$ cat src/rtl/legv8_pkg.sv
// rtl/legv8_pkg.sv - shared types and encodings for the LEGv8 multicycle control slice
//
// Purpose: one place for the state encoding, the opcode class enum, the
//   opcode constants/masks, and the mux-select encodings. The control FSM,
//   the opcode classifier and the ALU controller all import this package.
// Ports: none (package).
package legv8_pkg;

  // Main control FSM states. The encoding is 4 bits wide.
  typedef enum logic [3:0] {
    S_FETCH    = 4'd0,
    S_DECODE   = 4'd1,
    S_EXEC     = 4'd2,
    S_RWB      = 4'd3,
    S_MEM_ADDR = 4'd4,
    S_MEM_RD   = 4'd5,
    S_MEM_WB   = 4'd6,
    S_MEM_WR   = 4'd7,
    S_BRANCH   = 4'd8,
    S_JUMP     = 4'd9,
    S_HALT     = 4'd10
  } state_t;

  // Opcode classes produced by legv8_opclass.
  typedef enum logic [2:0] {
    CLS_RTYPE   = 3'd0,
    CLS_LOAD    = 3'd1,
    CLS_STORE   = 3'd2,
    CLS_CBZ     = 3'd3,
    CLS_B       = 3'd4,
    CLS_ILLEGAL = 3'd5
  } opclass_t;

  // Full 11-bit opcodes (IR[31:21]).
  localparam logic [10:0] OP_ADD  = 11'b10001011000;
  localparam logic [10:0] OP_SUB  = 11'b11001011000;
  localparam logic [10:0] OP_AND  = 11'b10001010000;
  localparam logic [10:0] OP_ORR  = 11'b10101010000;
  localparam logic [10:0] OP_LDUR = 11'b11111000010;
  localparam logic [10:0] OP_STUR = 11'b11111000000;

  // CBZ and B have shorter opcode fields; the low opcode bits belong to the
  // immediate, so they are matched under a mask.
  localparam logic [10:0] OP_CBZ_MASK = 11'b11111111000;
  localparam logic [10:0] OP_CBZ      = 11'b10110100000;
  localparam logic [10:0] OP_B_MASK   = 11'b11111100000;
  localparam logic [10:0] OP_B        = 11'b00010100000;

  // alu_op encodings consumed by the ALU controller.
  localparam logic [1:0] ALU_OP_ADD   = 2'b00;
  localparam logic [1:0] ALU_OP_PASSB = 2'b01;
  localparam logic [1:0] ALU_OP_RTYPE = 2'b10;

  // alu_src_b encodings.
  localparam logic [1:0] ALUSRCB_B     = 2'b00;
  localparam logic [1:0] ALUSRCB_FOUR  = 2'b01;
  localparam logic [1:0] ALUSRCB_DIMM  = 2'b10;
  localparam logic [1:0] ALUSRCB_BROFF = 2'b11;

  // pc_source encodings.
  localparam logic [1:0] PCSRC_ALU     = 2'b00;
  localparam logic [1:0] PCSRC_ALUOUT  = 2'b01;
  localparam logic [1:0] PCSRC_BTARGET = 2'b10;

  // Masked opcode compare; a zero bit in mask makes that bit don't-care.
  function automatic logic op_match(input logic [10:0] op,
                                    input logic [10:0] mask,
                                    input logic [10:0] pattern);
    return (op & mask) == (pattern & mask);
  endfunction

endpackage

$ cat src/rtl/legv8_opclass.sv
// rtl/legv8_opclass.sv - combinational LEGv8 opcode class decoder
//
// Purpose: map the 11-bit opcode IR[31:21] to an instruction class.
//   Anything that is not one of the supported encodings is CLS_ILLEGAL.
// Ports:
//   opcode  in  11  IR[31:21]
//   opclass out 3   class code (legv8_pkg::opclass_t encoding)
module legv8_opclass
  import legv8_pkg::*;
(
  input  logic [10:0] opcode,
  output logic [2:0]  opclass
);

  opclass_t cls;

  always_comb begin
    cls = CLS_ILLEGAL;
    if (opcode == OP_ADD || opcode == OP_SUB ||
        opcode == OP_AND || opcode == OP_ORR) begin
      cls = CLS_RTYPE;
    end else if (opcode == OP_LDUR) begin
      cls = CLS_LOAD;
    end else if (opcode == OP_STUR) begin
      cls = CLS_STORE;
    end else if (op_match(opcode, OP_CBZ_MASK, OP_CBZ)) begin
      cls = CLS_CBZ;
    end else if (op_match(opcode, OP_B_MASK, OP_B)) begin
      cls = CLS_B;
    end
  end

  assign opclass = cls;

endmodule

$ cat src/rtl/legv8_multicycle_control.sv
// rtl/legv8_multicycle_control.sv - LEGv8 multicycle main control FSM
//
// Purpose: sequences each instruction through fetch, decode, execute,
//   memory and writeback, drives all datapath enables and mux selects,
//   counts retired instructions and halts on an illegal opcode.
// Ports:
//   clk, rst (sync, active-high)
//   opcode[10:0] IR[31:21], zero ALU zero flag (used only in BRANCH)
//   pc_write, iord, mem_read, mem_write, ir_write, reg2loc, reg_write,
//   mem_to_reg, alu_src_a, alu_src_b[1:0], alu_op[1:0], pc_source[1:0]
//   illegal   sticky illegal-opcode flag
//   retired   retired-instruction count, wraps modulo 2^CNT_W
module legv8_multicycle_control
  import legv8_pkg::*;
#(
  parameter int CNT_W = 16
) (
  input  logic             clk,
  input  logic             rst,
  input  logic [10:0]      opcode,
  input  logic             zero,
  output logic             pc_write,
  output logic             iord,
  output logic             mem_read,
  output logic             mem_write,
  output logic             ir_write,
  output logic             reg2loc,
  output logic             reg_write,
  output logic             mem_to_reg,
  output logic             alu_src_a,
  output logic [1:0]       alu_src_b,
  output logic [1:0]       alu_op,
  output logic [1:0]       pc_source,
  output logic             illegal,
  output logic [CNT_W-1:0] retired
);

  state_t   state;
  state_t   next_state;
  opclass_t cls;
  logic [2:0] opclass_raw;
  logic       illegal_q;
  logic [CNT_W-1:0] retired_q;

  legv8_opclass u_opclass (
    .opcode  (opcode),
    .opclass (opclass_raw)
  );

  assign cls = opclass_t'(opclass_raw);

  // State register.
  always_ff @(posedge clk) begin
    if (rst) begin
      state <= S_FETCH;
    end else begin
      state <= next_state;
    end
  end

  // Next-state and output decode. Everything is Moore except pc_write in
  // BRANCH, which follows zero combinationally.
  always_comb begin
    next_state = state;
    pc_write   = 1'b0;
    iord       = 1'b0;
    mem_read   = 1'b0;
    mem_write  = 1'b0;
    ir_write   = 1'b0;
    reg2loc    = 1'b0;
    reg_write  = 1'b0;
    mem_to_reg = 1'b0;
    alu_src_a  = 1'b0;
    alu_src_b  = ALUSRCB_B;
    alu_op     = ALU_OP_ADD;
    pc_source  = PCSRC_ALU;

    unique case (state)
      S_FETCH: begin
        mem_read   = 1'b1;
        ir_write   = 1'b1;
        pc_write   = 1'b1;
        alu_src_b  = ALUSRCB_FOUR;
        next_state = S_DECODE;
      end

      S_DECODE: begin
        // ALUOut captures PC + offset<<2 here so BRANCH can use it.
        alu_src_b = ALUSRCB_BROFF;
        reg2loc   = (cls == CLS_STORE) || (cls == CLS_CBZ);
        unique case (cls)
          CLS_RTYPE: next_state = S_EXEC;
          CLS_LOAD:  next_state = S_MEM_ADDR;
          CLS_STORE: next_state = S_MEM_ADDR;
          CLS_CBZ:   next_state = S_BRANCH;
          CLS_B:     next_state = S_JUMP;
          default:   next_state = S_HALT;
        endcase
      end

      S_EXEC: begin
        alu_src_a  = 1'b1;
        alu_src_b  = ALUSRCB_B;
        alu_op     = ALU_OP_RTYPE;
        next_state = S_RWB;
      end

      S_RWB: begin
        reg_write  = 1'b1;
        next_state = S_FETCH;
      end

      S_MEM_ADDR: begin
        alu_src_a  = 1'b1;
        alu_src_b  = ALUSRCB_DIMM;
        reg2loc    = (cls == CLS_STORE);
        next_state = (cls == CLS_LOAD) ? S_MEM_RD : S_MEM_WR;
      end

      S_MEM_RD: begin
        iord       = 1'b1;
        mem_read   = 1'b1;
        next_state = S_MEM_WB;
      end

      S_MEM_WB: begin
        reg_write  = 1'b1;
        mem_to_reg = 1'b1;
        next_state = S_FETCH;
      end

      S_MEM_WR: begin
        iord       = 1'b1;
        mem_write  = 1'b1;
        next_state = S_FETCH;
      end

      S_BRANCH: begin
        alu_src_a  = 1'b1;
        reg2loc    = 1'b1;
        alu_op     = ALU_OP_PASSB;
        pc_source  = PCSRC_ALUOUT;
        pc_write   = zero;
        next_state = S_FETCH;
      end

      S_JUMP: begin
        pc_write   = 1'b1;
        pc_source  = PCSRC_BTARGET;
        next_state = S_FETCH;
      end

      S_HALT: begin
        next_state = S_HALT;
      end

      default: begin
        // Unused encodings recover to a clean fetch.
        next_state = S_FETCH;
      end
    endcase
  end

  // Every entry into FETCH outside reset marks a completed instruction;
  // FETCH always leaves to DECODE, so next_state alone identifies it.
  always_ff @(posedge clk) begin
    if (rst) begin
      retired_q <= '0;
    end else if (next_state == S_FETCH) begin
      retired_q <= retired_q + CNT_W'(1);
    end
  end

  always_ff @(posedge clk) begin
    if (rst) begin
      illegal_q <= 1'b0;
    end else if (state == S_DECODE && next_state == S_HALT) begin
      illegal_q <= 1'b1;
    end
  end

  assign illegal = illegal_q;
  assign retired = retired_q;

endmodule

$ cat config.mk
export PLATFORM = sky130hd
export DESIGN_NAME = legv8_multicycle_control
export DESIGN_NICKNAME = d
export VERILOG_FILES = /design/src/rtl/legv8_pkg.sv /design/src/rtl/legv8_opclass.sv /design/src/rtl/legv8_multicycle_control.sv
export SDC_FILE = /design/constraint.sdc
export NUM_CORES = 1
export LEC_CHECK = 0
export ABC_CLOCK_PERIOD_IN_PS = 2700
export BUFFER_PORTS_ARGS = -buffer_cell sky130_fd_sc_hd__buf_2
export CORE_MARGIN = 5
export CORE_UTILIZATION = 25
export DETAILED_ROUTE_END_ITERATION = 8
export GPL_TIMING_DRIVEN = 0
export HOLD_SLACK_MARGIN = 0.15
export PLACE_DENSITY_LB_ADDON = 0.3
export SLEW_MARGIN = 20
export SYNTH_ARGS = -nofsm -noshare
export SYNTH_HDL_FRONTEND = slang
export SYNTH_SLANG_ARGS = --single-unit
$ cat constraint.sdc
create_clock -name clk -period 2.7 [get_ports clk]
set_clock_uncertainty 0.2 [all_clocks]
set_input_delay 0.54 -clock clk [delete_from_list [all_inputs] [get_ports clk]]
set_output_delay 0.54 -clock clk [all_outputs]
set_load 0.02 [all_outputs]
==> results of run 1 <==
## power groups by stage
| stage | Combinational, uW | Sequential, uW | Clock, uW |
|---|---|---|---|
| floorplan | 118 | 342 | 0 |
| global placement | 180 | 338 | 0 |
| detailed placement | 181 | 338 | 0 |
| CTS | 189 | 329 | 213 |
| global route | 210 | 331 | 224 |
| finish | 189 | 330 | 202 |
## worst paths after layout
check	from	endpoint	slack [ns]
max	state[2]$_SDFF_PP0_	reg2loc	0.01
min	illegal$_SDFFE_PP0P_	illegal$_SDFFE_PP0P_	0.26
max reg2reg	state[2]$_SDFF_PP0_	illegal$_SDFFE_PP0P_	0.65
min reg2reg	illegal$_SDFFE_PP0P_	illegal$_SDFFE_PP0P_	0.26
## synthesized netlist by cell type, types with 2 or more instances
library cell	number	area, um2
nor3_2	3	30.0
or4b_1	2	20.0
dfxtp_1	21	420
o21ai_1	2	10.0
nor4b_2	2	30.0
o21ai_0	4	20.0
nor4_1	2	12.5
nand3_1	5	25.0
nor2_1	15	56.3
xnor2_1	9	78.8
nor2b_1	3	18.8
xor2_1	4	35.0
or3_1	5	31.3
nand2b_1	3	18.8
and2_1	2	12.5
nor3_1	8	40.0
a21oi_1	9	45.0
and4_1	3	26.3
nand2_1	14	52.6
nand4_1	2	12.5
clkbuf_1	5	18.8
buf_6	2	22.5
nor3b_1	3	22.5
inv_1	4	15.0
## metal layers
layer  wire length, um  part of all wire (%)  vias up  GRT usage, %
li1                  -                     -      650             -
met1              1600                    51      563          13.8
met2              1320                    42       40          14.8
met3               225                   7.1        4          1.97
met4                23                  0.73        0          3.04
met5                 0                     0        -             0
## critical path, stage by stage, from the launching register on
cell and delay [ns]:
dfxtp_4 0.34, or4b_4 0.51, or4b_1 0.47, o21ai_1 0.09, a31o_1 0.17, buf_6 0.12
## layout make-up
cell class	count	area [um2]
inverters	4	15.0
fillers	559	3370
clock buffers	4	45.0
plain buffers	8	43.8
well taps	70	87.6
flip-flops and latches	21	429
repair buffers	48	254
multi-input cells	119	793
## sequential cells by signal, indices dropped and copies added, names as in the netlist
| register | cells |
|---|---|
| illegal | 1 |
| state | 4 |
| retired | 16 |
## timing repair
| item | 4_1_cts | 5_1_grt |
|---|---|---|
| setup endpoints to repair | 1 | 4 |
| setup buffers | 3 | 0 |
| hold buffers | 0 | 0 |
| pin swaps | 3 | 2 |
| resized for setup | 8 | 3 |
| endpoints found under the hold margin | 0 | 0 |
## logic make-up (layout without fill, tap and decap cells)
| group | Yosys count | after routing | share of synthesized area (%) |
|---|---|---|---|
| AOI/OAI and AO/OA | 23 | 23 | 12.3 |
| DFF | 21 | 21 | 32.9 |
| xor gates and xnor gates | 13 | 13 | 8.92 |
| and+or+nand+nor | 82 | 82 | 39.5 |
| buffers and inverters | 13 | 64 | 5.39 |
| adders and majority gates | 1 | 1 | 0.980 |
## stage by stage
step                      worst slack [ns]  area, um2  power, uW
after floorplan                     0.0290       1280        460
after global placement            -0.00220       1590        518
after detailed placement         -0.000280       1590        519
after CTS                          -0.0744       1660        731
after global routing               -0.0640       1670        765
final                              0.00964       1670        721
==> impl_results.md, run 1 <==
* Post-Route WL at roughly 3200 um
* Via count at about 1300
* Vias in the first global route at roughly 1100
* Rel. slew slack at approximately two thirds
* Maximum clock rate at approximately 0.37 GHz
* Crit. End Element: output pin
* Placed cells at ~270
* Starting DRT DRC Count at 30
* Sw Share at between 30 and 40%
* Hold slack at between 0.2 and 0.3 ns
* Synthesized instance count at 153
* Post-layout nets at 220
* Post-layout util at between 30 and 40%
* Ys flop type: dfxtp_1
* CTS tree: built
* Sw Pwr at roughly 220 uW
* Critical Path Start Type: flop
* Worst Path Max Fanout at 2
* Leak Pwr at approximately 0.00066 uW
* Minimum clock period at 2.69 ns
* Commonest non-fill, non-tap cells in the layout: buf_2 (45), dfxtp_1 (18), nor2_1 (15)
* Pin count of the biggest net entering global routing at 12
* Setup TNS at 0 ns
* Share of post-route cells with drive strength above 1 at 33.8%
* GPL Wtd Cong at approximately 0.70
* Seq/Total Area, Yosys at about a third
* Clk slew on worst S/H paths at 0.07 ns
* CP Class: reg2out
* CTS root buf: clkbuf_8
* CTS sink count at 21
* Setup violators final at 0
* Ant diodes at 0
* Clock Path Buffers at 2
* Clk pwr share at 28.1%
* Register share of total power at ~46%
* Yosys cell types at 45
* CTS Buf Count at 3
* Gr usage total at under 10%
* Hold Crit Class: reg2reg
* Die Span Y at approximately 80 um
* Pint at approximately 500 uW
* DP HPWL at 2390 um
* Final period utilization at around 100%
* Clk_lat worst skew at between 0.2 and 0.3 ns
* Initial antenna violation count at 0
* H-tree depth at 1
* Asr flop ratio synth at 0%
* Via/cell ratio at between 4 and 5
* Syn-to-layout area delta at 30.7%
* Syn_area_per_cell at 8.34 um2
* Maxcap violations at 0
* Reg2Reg Depth at 5
* Pins Over Slew Limit at 0
* RSZ-0062 raised after global routing: true
* Syn Nets at 168
* First-pass GRT wire length at approximately 5200 um
* I/O pin total at between 40 and 50
* Core Box Area at roughly 5000 um2
* Cell Pwr Density at 432 nW/um2
* Worst-margin pin slew at between 0.5 and 0.6 ns
* Die area at 6630 um2
* Port bufs at 45
* Worst hold stages at 2
* Initial Utilization at 25.3%
* Number of synthesized register bits at 21
* Hold Vio Cnt, Final at 0
* Ys Warns at 0
* Outcome: finished, final reports clean
* Data arrival, critical path at a little under 2 ns
* Final Non-Filler Cells at approximately 270
* DRC at 0
* Worst vdd ir at about 0.2 mV
* Number of flops mapped to enable cells by yosys at 0
* Area of the mapped netlist at ~1300 um2
* GRT overflow at 0
* Pre-antenna DRT Iters at 4
* WP data required at 1.96 ns
* FP Rows at 26
* Die width at 81.5 um
* Combinational Power Share at 26.2%
* Commonest non-fill, non-tap cell in the layout: buf_2
* Post-DRT Antenna Nets at 0
* Wirelength per Cell at 11.6 um
Note: power is estimated with default switching activity, not from simulation.
==> inputs of run 2 (changes only) <==
--- a/config.mk
+++ b/config.mk
@@ -16,4 +16,5 @@
 export SLEW_MARGIN = 20
 export SYNTH_ARGS = -nofsm -noshare
 export SYNTH_HDL_FRONTEND = slang
+export SYNTH_HIERARCHICAL = 1
 export SYNTH_SLANG_ARGS = --single-unit
==> run 2 against run 1 <==
Global-route usage grew 0.61 points; final cell count increased by 4.7%; die area is 2.7% higher; largest cell class unchanged; critical path type is now in2out; sequential share of layout area shrank 1.6 points; wire length increased by 8.3%; design area is 4.7% higher; the run now ends with setup timing left; synthesized area rose by 3.1%; register-to-register slack about the same.
==> impl_results.md, run 2 <==
* Reg-to-Reg Start: state[1]$_SDFF_PP0_
* Worst Hold Path EP: retired[14]$_SDFFE_PP0N_
* Commonest non-fill, non-tap cells in the layout: buf_2 (43), nor2_1 (21), dfxtp_1 (21)
* Starting DRT DRC Count at 76 (+150%)
* Cell Chain, Critical Path: buf_6 -> nor4b_4 -> nand4_1 -> and3_4 -> nor3b_2 -> a21oi_1 -> o32a_1 -> nor2_4 -> buf_6
* Wirelength per Cell at 12.0 um (+3.4%)
* Worst path slowest cell: o32a_1
* Simple-Gate Fraction of Synth Area at 36.4% (-3.1 points)
* CTS Buf Count at 3 (unchanged)
* Hold buffers post-CTS at 0 (unchanged)
* Worst Path Buf+Inv at 2 (+1)
* Leak Pwr at 0.000731 uW (+10%)
* Placed cells at 282 (+5.2%)
* DP HPWL at 2650 um (+11%)
* Post-synth top area cell: dfxtp_1
* Outcome: finished, violations left
* Clk_lat worst skew at 0.26 ns (about the same)
* # fillers at 579 (+3.6%)
* Ant diodes at 0 (unchanged)
* Setup violators final at 1 (+1)
* DRC at 0 (unchanged)
* Crit-path leading delay family: simple AND/OR/NAND/NOR gates
* Post-Synth XOR/XNOR Area at 5.99% (-2.9 points)
* Worst hold start: retired[14]$_SDFFE_PP0N_
* Maximum clock rate at 0.366 GHz (-1.4%)
* Number of synthesized register bits at 21 (unchanged)
* Failing checks: setup timing
* Worst vdd ir at 0.146 mV (-26%)
* Area of the multi-input gates at 860 um2 (+8.4%)
* Number of flops mapped to enable cells by yosys at 0 (unchanged)
* Final Non-Filler Cells at 287 (+4.7%)
* Worst hold stages at 2 (unchanged)
* Top cells by count, synth: nor2_1 (23), dfxtp_1 (21), a21oi_1 (10), nand2_1 (10), nor3_1 (10)
* GRT overflow at 0 (unchanged)
* Synth area leaders: dfxtp_1 (32%), nor2_1 (6.6%), a21oi_1 (3.8%), nor3_1 (3.8%), xor2_1 (3.3%)
* Vias in the first global route at 1239 (+9.6%)
* CTS sink count at 21 (unchanged)
* Share of post-route cells with drive strength above 1 at 32.7% (-1.1 points)
* Die width at 82.6 um (+1.4%)
* CP most frequent cell: buf_6
* Die area at 6820 um2 (+2.7%)
* Worst-margin pin slew at 0.680 ns (+0.164 ns)
* Syn-to-layout area delta at 32.6%
* Hold Vio Cnt, Final at 0 (unchanged)
* CTS root buf: clkbuf_8
* Port bufs at 45 (unchanged)
* Count leader, synth: nor2_1
* Die Span Y at 82.6 um (+1.4%)
* Post-layout util at 34.2% (+1.1 points)
* Gr usage total at 10.4% (+0.61 points)
* Synthesized instance count at 167 (+9.2%)
* CTS tree: built
* Reg area at 420 um2 (-2.0%)
* RSZ-0062 raised after global routing: true
* Commonest non-fill, non-tap cell in the layout: buf_2
* Clock Path Buffers at 2 (unchanged)
* Core Box Area at 5110 um2 (+1.3%)
* Worst Path Max Fanout at 3 (+1)
* Rel. slew slack at 54.6% (-11 points)
* Data arrival, critical path at 1.99 ns (+0.04 ns)
* Minimum clock period at 2.73 ns (+0.0387 ns)
* Initial antenna violation count at 0 (unchanged)
* Syn_area_per_cell at 7.88 um2 (-5.5%)
* Critical Path Start Type: input pin
* Post-Route WL at 3430 um (+8.3%)
* I/O pin total at 46 (unchanged)
* FP Rows at 26 (unchanged)
* Reg2Reg Depth at 5 (unchanged)
* Pin count of the biggest net entering global routing at 13 (+1)
* Largest family of logic cells by synthesized area: simple AND/OR/NAND/NOR gates
* Internal reg-to-reg setup slack at 0.64 ns (about the same)
* Mux cell area share after synthesis at 3.61% (+3.6 points)
* Pins Over Slew Limit at 0 (unchanged)
* Initial Utilization at 25.8% (+0.46 points)
* WP data required at 1.96 ns (about the same)
* Asr flop ratio synth at 0% (unchanged)
* Hold Crit Class: reg2reg
* Max reg flops at 16 (unchanged)
* Final period utilization at 101% (+1.4 points)
* Via/cell ratio at 4.75 (+3.4%)
* Post-synthesis compound-gate area fraction at 15.8% (+3.5 points)
* Clk slew on worst S/H paths at 0.08 ns (about the same)
* Crit. End Element: output pin
* Post-DRT Antenna Nets at 0 (unchanged)
* CP peak stage delay at 0.34 ns (-0.17 ns)
* CP Class: in2out
* Final worst slack at -0.0290 ns (-0.0387 ns)
* Ys flop type: dfxtp_1
* Syn Nets at 182 (+8.3%)
* Pre-antenna DRT Iters at 4 (unchanged)
* Worst flop-to-flop path endpoint: retired[7]$_SDFFE_PP0N_
* First-pass GRT wire length at 5580 um (+7.5%)
* GPL Wtd Cong at 0.737 (+4.8%)
* Yosys cell types at 48 (+6.7%)
* Ys Warns at 6 (+6)
* Synth Area in Adders at 0.951% (-0.030 points)
* Top-area cell type share of the netlist area at 31.9% (-1.0 points)
* Cell Pwr Density at 455 nW/um2 (+5.4%)
* H-tree depth at 1 (unchanged)
* Maxcap violations at 0 (unchanged)
* Area of the mapped netlist at 1320 um2 (+3.1%)
* Post-layout nets at 233 (+5.9%)
* Via count at 1362 (+8.4%)
* Seq/Total Area, Yosys at 31.9% (-1.0 points)
[run 2: changes by cell type in the layout (fill, tap and decap cells not counted), moves of 3 or more]
cell,before,now
nor3b_2,0,3
xnor2_1,9,4
dfxtp_1,18,21
nor3_2,3,0
a31oi_1,0,4
nand2_1,14,10
nand4_1,2,6
o21ai_1,3,0
nor2_1,15,21
or3_1,5,2
[run 2: tightest hold or removal path: stages, from the launching register on]
cell     delay (ns)
dfxtp_1        0.33
o31ai_1        0.07
a21oi_1        0.05
[run 2: repair_timing]
| action | 4_1_cts | 5_1_grt |
|---|---|---|
| endpoints found under the setup margin | 1 | 1 |
| setup buffers | 1 | 1 |
| pin swaps | 7 | 6 |
| gates resized for setup | 8 | 2 |
| cloned | 0 | 0 |
[run 2: per-stage QoR]
| step | total power [uW] | hold slack [ns] | worst slack [ns] | cell area, um2 | TNS, ns |
|---|---|---|---|---|---|
| 2_1_floorplan | 514 | 0.363 | 0.0165 | 1340 | 0 |
| 3_5_place_dp | 593 | 0.297 | -0.291 | 1650 | -0.291 |
| 4_1_cts | 805 | 0.308 | -0.127 | 1740 | -0.127 |
| 5_1_grt | 847 | 0.337 | -0.128 | 1750 | -0.128 |
| 6_report | 795 | 0.300 | -0.0290 | 1750 | -0.0290 |
| 3_3_place_gp | 592 | 0.293 | -0.294 | 1650 | -0.294 |
[run 2: worst max-delay path by stage]
stage | start | to | slack [ns] | cells after the start
2_1_floorplan | opcode[2] | reg2loc | 0.02 | 8
3_3_place_gp | opcode[2] | reg2loc | -0.29 | 10
3_5_place_dp | opcode[2] | reg2loc | -0.29 | 10
4_1_cts | opcode[1] | reg2loc | -0.13 | 9
5_1_grt | opcode[0] | reg2loc | -0.13 | 9
6_report | opcode[0] | reg2loc | -0.03 | 9
[run 2: area by class of cell]
cell class / count / share of cell area, %
timing repair buffer: 47 / 15.2
clock inverter: 1 / 0.287
tap: 70 / 5.02
multi-input combinational: 130 / 49.2
sequential: 21 / 24.1
inverter: 6 / 1.29
buffer: 9 / 2.51
clock buffer: 3 / 2.37
[run 2: where the power goes]
part / internal (uW) / switching [uW] / leakage [uW]
clock network: 103 / 103 / 0.0000255
logic: 93.1 / 158 / 0.000535
registers: 324 / 14.0 / 0.000170
[run 2: cells by family after synthesis]
group / count (synthesis)
muxes: 4
buffers and inverters: 16
DFF: 21
adders and majority gates: 1
xor gates and xnor gates: 9
and+or+nand+nor: 84
AOI/OAI and AO/OA: 32
[run 2: per-layer routing]
layer	track usage (%)	up-vias	wire, um
met5	0	-	0
met4	1.96	0	15
met3	3.25	2	174
met2	18.0	20	1660
met1	12.6	629	1580
li1	-	711	-
